**src/rtl/fir_pkg.sv**
```systemverilog
// Shared types and widths for the FIR sequencer and its sample FIFO.
package fir_pkg;

  localparam int FP16_W  = 16;
  localparam int FP16I_W = 17;

  localparam int DW_DEF = FP16_W;
  localparam int CW_DEF = FP16I_W;

  typedef enum logic [2:0] {
    IDLE,
    CL_WAIT,
    CL_SETUP,
    CL_STROBE,
    RUN
  } fir_state_t;

endpackage

```
**src/rtl/fir_sample_fifo.sv**
```systemverilog
// Input sample FIFO. Flags are registered; full is held high through reset
// so the upstream source stalls until the FIFO is out of reset.
module fir_sample_fifo import fir_pkg::*; #(
  parameter int DEPTH = 4,
  parameter int WIDTH = DW_DEF
) (
  input  logic             clk,
  input  logic             rst,
  input  logic             push,
  input  logic [WIDTH-1:0] push_data,
  input  logic             pop,
  output logic [WIDTH-1:0] head,
  output logic             full,
  output logic             empty
);

  localparam int AW = $clog2(DEPTH);
  localparam logic [AW:0] DEPTH_CNT = (AW+1)'(DEPTH);

  logic [WIDTH-1:0] mem [DEPTH];
  logic [AW-1:0]    wr_ptr;
  logic [AW-1:0]    rd_ptr;
  logic [AW:0]      count;
  logic [AW:0]      count_nxt;
  logic             do_push;
  logic             do_pop;

  assign do_push = push && !full;
  assign do_pop  = pop && !empty;
  assign head    = mem[rd_ptr];

  // Occupancy after this cycle; a simultaneous push and pop leaves it unchanged.
  always_comb begin
    count_nxt = count + (AW+1)'(do_push) - (AW+1)'(do_pop);
  end

  // Pointers, occupancy and the registered flags.
  always_ff @(posedge clk or posedge rst) begin
    if (rst) begin
      wr_ptr <= '0;
      rd_ptr <= '0;
      count  <= '0;
      full   <= 1'b1;
      empty  <= 1'b1;
    end else begin
      if (do_push) wr_ptr <= wr_ptr + AW'(1);
      if (do_pop)  rd_ptr <= rd_ptr + AW'(1);
      count <= count_nxt;
      full  <= (count_nxt == DEPTH_CNT);
      empty <= (count_nxt == '0);
    end
  end

  // Storage is not reset; entries are only read after being written.
  always_ff @(posedge clk) begin
    if (do_push) mem[wr_ptr] <= push_data;
  end

endmodule

```
**src/rtl/fir_seq_ctrl.sv**
```systemverilog
// Sequencer in front of the W4823 FIR core: coefficient load, then paced
// sample issue and result capture.
//
// state     | meaning
// ----------+-------------------------------------------------------------
// IDLE      | waiting for cfg_start
// CL_WAIT   | coef_ready high, waiting for a coefficient word
// CL_SETUP  | caddr/cin set up on the CMEM port, cload low
// CL_STROBE | cload high for one cycle; last word moves on to RUN
// RUN       | frame-paced sample issue and result capture; left only by reset
module fir_seq_ctrl import fir_pkg::*; #(
  parameter int NTAPS        = 64,
  parameter int FRAME_CYCLES = 256,
  parameter int FIFO_DEPTH   = 4,
  parameter int DW           = DW_DEF,
  parameter int CW           = CW_DEF
) (
  input  logic                     clk,
  input  logic                     rst,
  input  logic                     cfg_start,
  input  logic                     coef_valid,
  input  logic [CW-1:0]            coef_data,
  output logic                     coef_ready,
  input  logic                     s_valid,
  input  logic [DW-1:0]            s_data,
  output logic                     s_ready,
  output logic                     m_valid,
  output logic [DW-1:0]            m_data,
  input  logic                     m_ready,
  output logic [CW-1:0]            fir_cin,
  output logic [$clog2(NTAPS)-1:0] fir_caddr,
  output logic                     fir_cload,
  output logic [DW-1:0]            fir_din,
  output logic                     fir_valid_in,
  input  logic [DW-1:0]            fir_dout,
  input  logic                     fir_valid,
  output logic                     busy,
  output logic                     run,
  output logic                     ovf,
  output logic                     udf
);

  localparam int CAW = $clog2(NTAPS);
  localparam int FCW = $clog2(FRAME_CYCLES);
  localparam logic [CAW-1:0] LAST_ADDR    = CAW'(NTAPS - 1);
  localparam logic [FCW-1:0] FRAME_RELOAD = FCW'(FRAME_CYCLES - 1);

  fir_state_t     state_q;
  fir_state_t     state_d;
  logic [CAW-1:0] coef_cnt;
  logic [FCW-1:0] frame_cnt;
  logic           coef_hs;
  logic           slot;
  logic           fifo_full;
  logic           fifo_empty;
  logic [DW-1:0]  fifo_head;
  logic           fv_q;
  logic           fv_q2;
  logic           res_evt;

  assign coef_hs = coef_valid && coef_ready;
  // The frame timer counts down; a sample slot is its terminal count.
  assign slot    = (state_q == RUN) && (frame_cnt == '0);
  // Result event is the registered rising edge, one cycle after it occurs.
  assign res_evt = (state_q == RUN) && fv_q && !fv_q2;
  assign s_ready = !fifo_full;

  fir_sample_fifo #(
    .DEPTH (FIFO_DEPTH),
    .WIDTH (DW)
  ) u_fifo (
    .clk       (clk),
    .rst       (rst),
    .push      (s_valid && s_ready),
    .push_data (s_data),
    .pop       (slot),
    .head      (fifo_head),
    .full      (fifo_full),
    .empty     (fifo_empty)
  );

  // Next-state logic.
  always_comb begin
    state_d = state_q;
    case (state_q)
      IDLE:      if (cfg_start) state_d = CL_WAIT;
      CL_WAIT:   if (coef_hs) state_d = CL_SETUP;
      CL_SETUP:  state_d = CL_STROBE;
      CL_STROBE: state_d = (coef_cnt == LAST_ADDR) ? RUN : CL_WAIT;
      RUN:       state_d = RUN;
      default:   state_d = IDLE;
    endcase
  end

  // State register.
  always_ff @(posedge clk or posedge rst) begin
    if (rst) state_q <= IDLE;
    else     state_q <= state_d;
  end

  // Status and handshake outputs registered from the next state.
  always_ff @(posedge clk or posedge rst) begin
    if (rst) begin
      coef_ready <= 1'b0;
      fir_cload  <= 1'b0;
      busy       <= 1'b0;
      run        <= 1'b0;
    end else begin
      coef_ready <= (state_d == CL_WAIT);
      fir_cload  <= (state_d == CL_STROBE);
      busy       <= (state_d == CL_WAIT) || (state_d == CL_SETUP) ||
                    (state_d == CL_STROBE);
      run        <= (state_d == RUN);
    end
  end

  // Coefficient counter and CMEM address/data; held until the next accepted word.
  always_ff @(posedge clk or posedge rst) begin
    if (rst) begin
      coef_cnt  <= '0;
      fir_caddr <= '0;
      fir_cin   <= '0;
    end else begin
      if (state_q == IDLE && cfg_start) coef_cnt <= '0;
      else if (state_q == CL_STROBE)    coef_cnt <= coef_cnt + CAW'(1);
      if (coef_hs) begin
        fir_caddr <= coef_cnt;
        fir_cin   <= coef_data;
      end
    end
  end

  // Frame timer and sample issue; the timer sits at 0 until RUN is entered.
  always_ff @(posedge clk or posedge rst) begin
    if (rst) begin
      frame_cnt    <= '0;
      fir_din      <= '0;
      fir_valid_in <= 1'b0;
      udf          <= 1'b0;
    end else begin
      fir_valid_in <= 1'b0;
      if (state_q != RUN) begin
        frame_cnt <= '0;
      end else if (slot) begin
        frame_cnt <= FRAME_RELOAD;
        if (!fifo_empty) begin
          fir_din      <= fifo_head;
          fir_valid_in <= 1'b1;
        end else begin
          udf <= 1'b1;
        end
      end else begin
        frame_cnt <= frame_cnt - FCW'(1);
      end
    end
  end

  // Result capture into the output register, dropping on a full register.
  always_ff @(posedge clk or posedge rst) begin
    if (rst) begin
      fv_q    <= 1'b0;
      fv_q2   <= 1'b0;
      m_valid <= 1'b0;
      m_data  <= '0;
      ovf     <= 1'b0;
    end else begin
      fv_q  <= fir_valid;
      fv_q2 <= fv_q;
      if (res_evt) begin
        if (!m_valid || m_ready) begin
          m_data  <= fir_dout;
          m_valid <= 1'b1;
        end else begin
          ovf <= 1'b1;
        end
      end else if (m_ready) begin
        m_valid <= 1'b0;
      end
    end
  end

endmodule

```
**config.mk**
```make
export PLATFORM = sky130hd
export DESIGN_NAME = fir_seq_ctrl
export DESIGN_NICKNAME = d
export VERILOG_FILES = /design/src/rtl/fir_pkg.sv /design/src/rtl/fir_sample_fifo.sv /design/src/rtl/fir_seq_ctrl.sv
export SDC_FILE = /design/constraint.sdc
export NUM_CORES = 1
export LEC_CHECK = 0
export CAP_MARGIN = 20
export CELL_PAD_IN_SITES_DETAIL_PLACEMENT = 1
export CELL_PAD_IN_SITES_GLOBAL_PLACEMENT = 1
export CORE_UTILIZATION = 35
export CTS_BUF_LIST = sky130_fd_sc_hd__clkbuf_4
export DETAILED_ROUTE_END_ITERATION = 12
export PLACE_DENSITY_LB_ADDON = 0.2
export RECOVER_POWER = 50
export REMOVE_ABC_BUFFERS = 1
export SYNTH_ARGS = -nofsm -noshare
export SYNTH_HDL_FRONTEND = slang
export SYNTH_SLANG_ARGS = --single-unit
```
**constraint.sdc**
```tcl
create_clock -name clk -period 3.4 [get_ports clk]
set_clock_uncertainty 0.05 [all_clocks]
set_input_delay 1.02 -clock clk [delete_from_list [all_inputs] [get_ports clk]]
set_output_delay 1.02 -clock clk [all_outputs]
set_load 0.02 [all_outputs]
```
==> summary.txt <==
top-count cell post-synth: dfrtp_1
GPL Wtd Cong: 0.710
initial detailed-routing violation count: 119
Fill cells: 1693
crit share post-route: 82.6%
Routed WL per cell: 17.0 um
CTS resizes: 0
synthesis-to-finish area growth: 27.6%
vias in the first global route: 3701
max-cap violations: 1
H-tree Lvls: 4
WL final: 12.3 mm
violated checks: max-capacitance violations, max-slew violations
PortBufs: 119
Avg Inst Size Synth: 17.4 sq um
Synth Flop Type: dfrtp_1
Pre-antenna DRT Iters: 6
clock buffer depth: 2
crit path max fanout: 8
asr flop ratio synth: 58.7%
via count: 3412
Routed Antenna Nets: 0
Leak: 0.00311 uW
n_diodes: 0
HP Class: reg -> reg
CP arrival: 3210 ps
status: finished, violations left
synthesized area: 0.00613 sq mm
sequential area share after synthesis: 68.6%
largest net degree at the start of global routing: 38
fin cells: 726
Worst-path clk slew: 130 ps
startpoint class of the critical path: flop
cts hold-fix bufs: 0
worst-margin pin slew: 1720 ps
initial antenna violation count: 0
Die Ht: 134 um
DRC viols: 0
Max-slew headroom: -15.6%
# clock sinks: 155
TritonCTS clock tree: done
Data required, critical path: 3810 ps
# Post-CTS Setup Buffers: 0
total CTS buffers: 17
Slew Viols, Final: 36
hold_ws: 432 ps
pwr/cell area: 590 mW/mm^2
Avg Vias per Cell: 4.70
Initial Util: 35.7%
Final setup viols: 0
share of layout cells above drive strength 1: 24.0%
Die Wd: 134 um
total track usage: 14.7%
Setup CP Type: reg -> reg
Yosys reg bits: 155
Final Hold Vio Count: 0
# rows: 48
Synth warnings: 0
EDFF count, synth: 64
VDD IR max: 0.000273 V
worst-skew pair later-pin latency: 540 ps
Achievable Freq: 356 MHz
Worst setup EP type: flop
Nets: 552
unrepaired setup endpoints after global routing: false
Synth cell types: 47
gr ovfl total: 0
post-DP HPWL: 8.50 mm
Synth area leaders: dfrtp_1 (36%), edfxtp_1 (31%), mux2_2 (7.0%)
IO Pins: 120
CTS Root Cell: clkbuf_4
Final Power: 4610 uW
placed cell count: 694
largest area contributor in the netlist: dfrtp_1
CORE AREA: 0.0172 sq mm
post-synth top area share: 36.4%
Gate Count Post-Synth: 352
top post-synthesis cells by count: dfrtp_1 (89), edfxtp_1 (64), mux2_2 (38), mux2_4 (16), mux4_2 (16)
die area: 0.0180 sq mm
first-pass GRT wire length: 19.9 mm
min Tclk post-route: 2810 ps
power by group:
group / internal, uW / total (uW) / switching, uW
clock network: 300 / 965 / 665
registers: 2310 / 2480 / 169
logic: 581 / 1170 / 588
kinds of logic (layout without fill, tap and decap cells):
group	Yosys count	after routing	synth area share, %
compound gates	26	26	2.57
xor+xnor	10	10	1.43
fa+ha+maj	8	8	1.76
buf+inv	23	172	2.29
flops	155	155	68.6
mux	72	72	17.1
simple gates	58	58	6.23
path summary, 6_finish.rpt:
path | from | end | slack [ps] | depth (start not counted)
setup / recovery | frame_cnt[2] | u_fifo.full | 590 | 8
hold / removal | fv_q | fv_q2 | 430 | 0
setup reg to reg | frame_cnt[2] | u_fifo.full | 590 | 8
hold reg to reg | fv_q | fv_q2 | 430 | 0
max in group asynchronous | rst | fir_din[9] | 780 | 3
min in group asynchronous | rst | fir_caddr[2] | 1290 | 2
area by class of cell:
cell class              instances  area, sq um  area share [%]
inverters                       9         35.0           0.448
clock buffers                  18          135            1.73
flip-flops and latches        155         4200            53.8
repair buffers                131         1280            16.4
multi-input cells             174         1780            22.8
well taps                     225          282            3.60
clock inverters                14         97.6            1.25
flip-flops by register name, summed over array words and instances, names as in the netlist, 2 cells and up:
register and count:
m_data 16, coef_cnt 6, fir_caddr 6, u_fifo.mem 64, u_fifo.count 3, state_q 3, fir_cin 17, u_fifo.rd_ptr 2
fir_din 16, frame_cnt 8, u_fifo.wr_ptr 2
metrics by stage:
step	TNS [ps]	instance area, sq um	utilization (%)	setup WS (ps)
2_1_floorplan	-2700	6020	-	-30.3
3_3_place_gp	0	7600	44.2	454
3_5_place_dp	0	7600	44.2	367
6_report	0	7820	45.5	593
5_1_grt	0	7820	45.5	425
4_1_cts	0	7830	45.6	570
placed cells by master (no fill, tap or decap), types with 6 or more instances in the layout:
cell,instances
inv_1,8
nor3_1,6
edfxtp_1,64
xnor2_1,7
nor2_1,10
buf_4,7
dfrtp_1,89
ha_1,7
clkdlybuf4s50_1,97
dlygate4sd3_1,22
mux4_2,16
mux2_4,16
o21ai_0,6
nand2_1,7
clkbuf_4,18
mux2_2,38
a21oi_1,8
worst max-delay path, cell delays in order, from the launching register on:
cell and delay (ps):
dfrtp_1 480, nor4_4 510, and4_4 390, xor2_1 90
ha_1 200, fa_1 370, xnor2_1 150, xnor2_1 240
nor3b_1 240
metal layers:
| layer | track usage (%) | vias to the layer above | routed length [um] |
|---|---|---|---|
| met1 | 18.1 | 1746 | 5270 |
| met4 | 5.99 | 0 | 198 |
| met3 | 3.59 | 14 | 497 |
| met5 | 0 | - | 0 |
| met2 | 24.8 | 74 | 6380 |
| li1 | - | 1578 | - |
No activity file was read; power rests on OpenSTA's default activity.
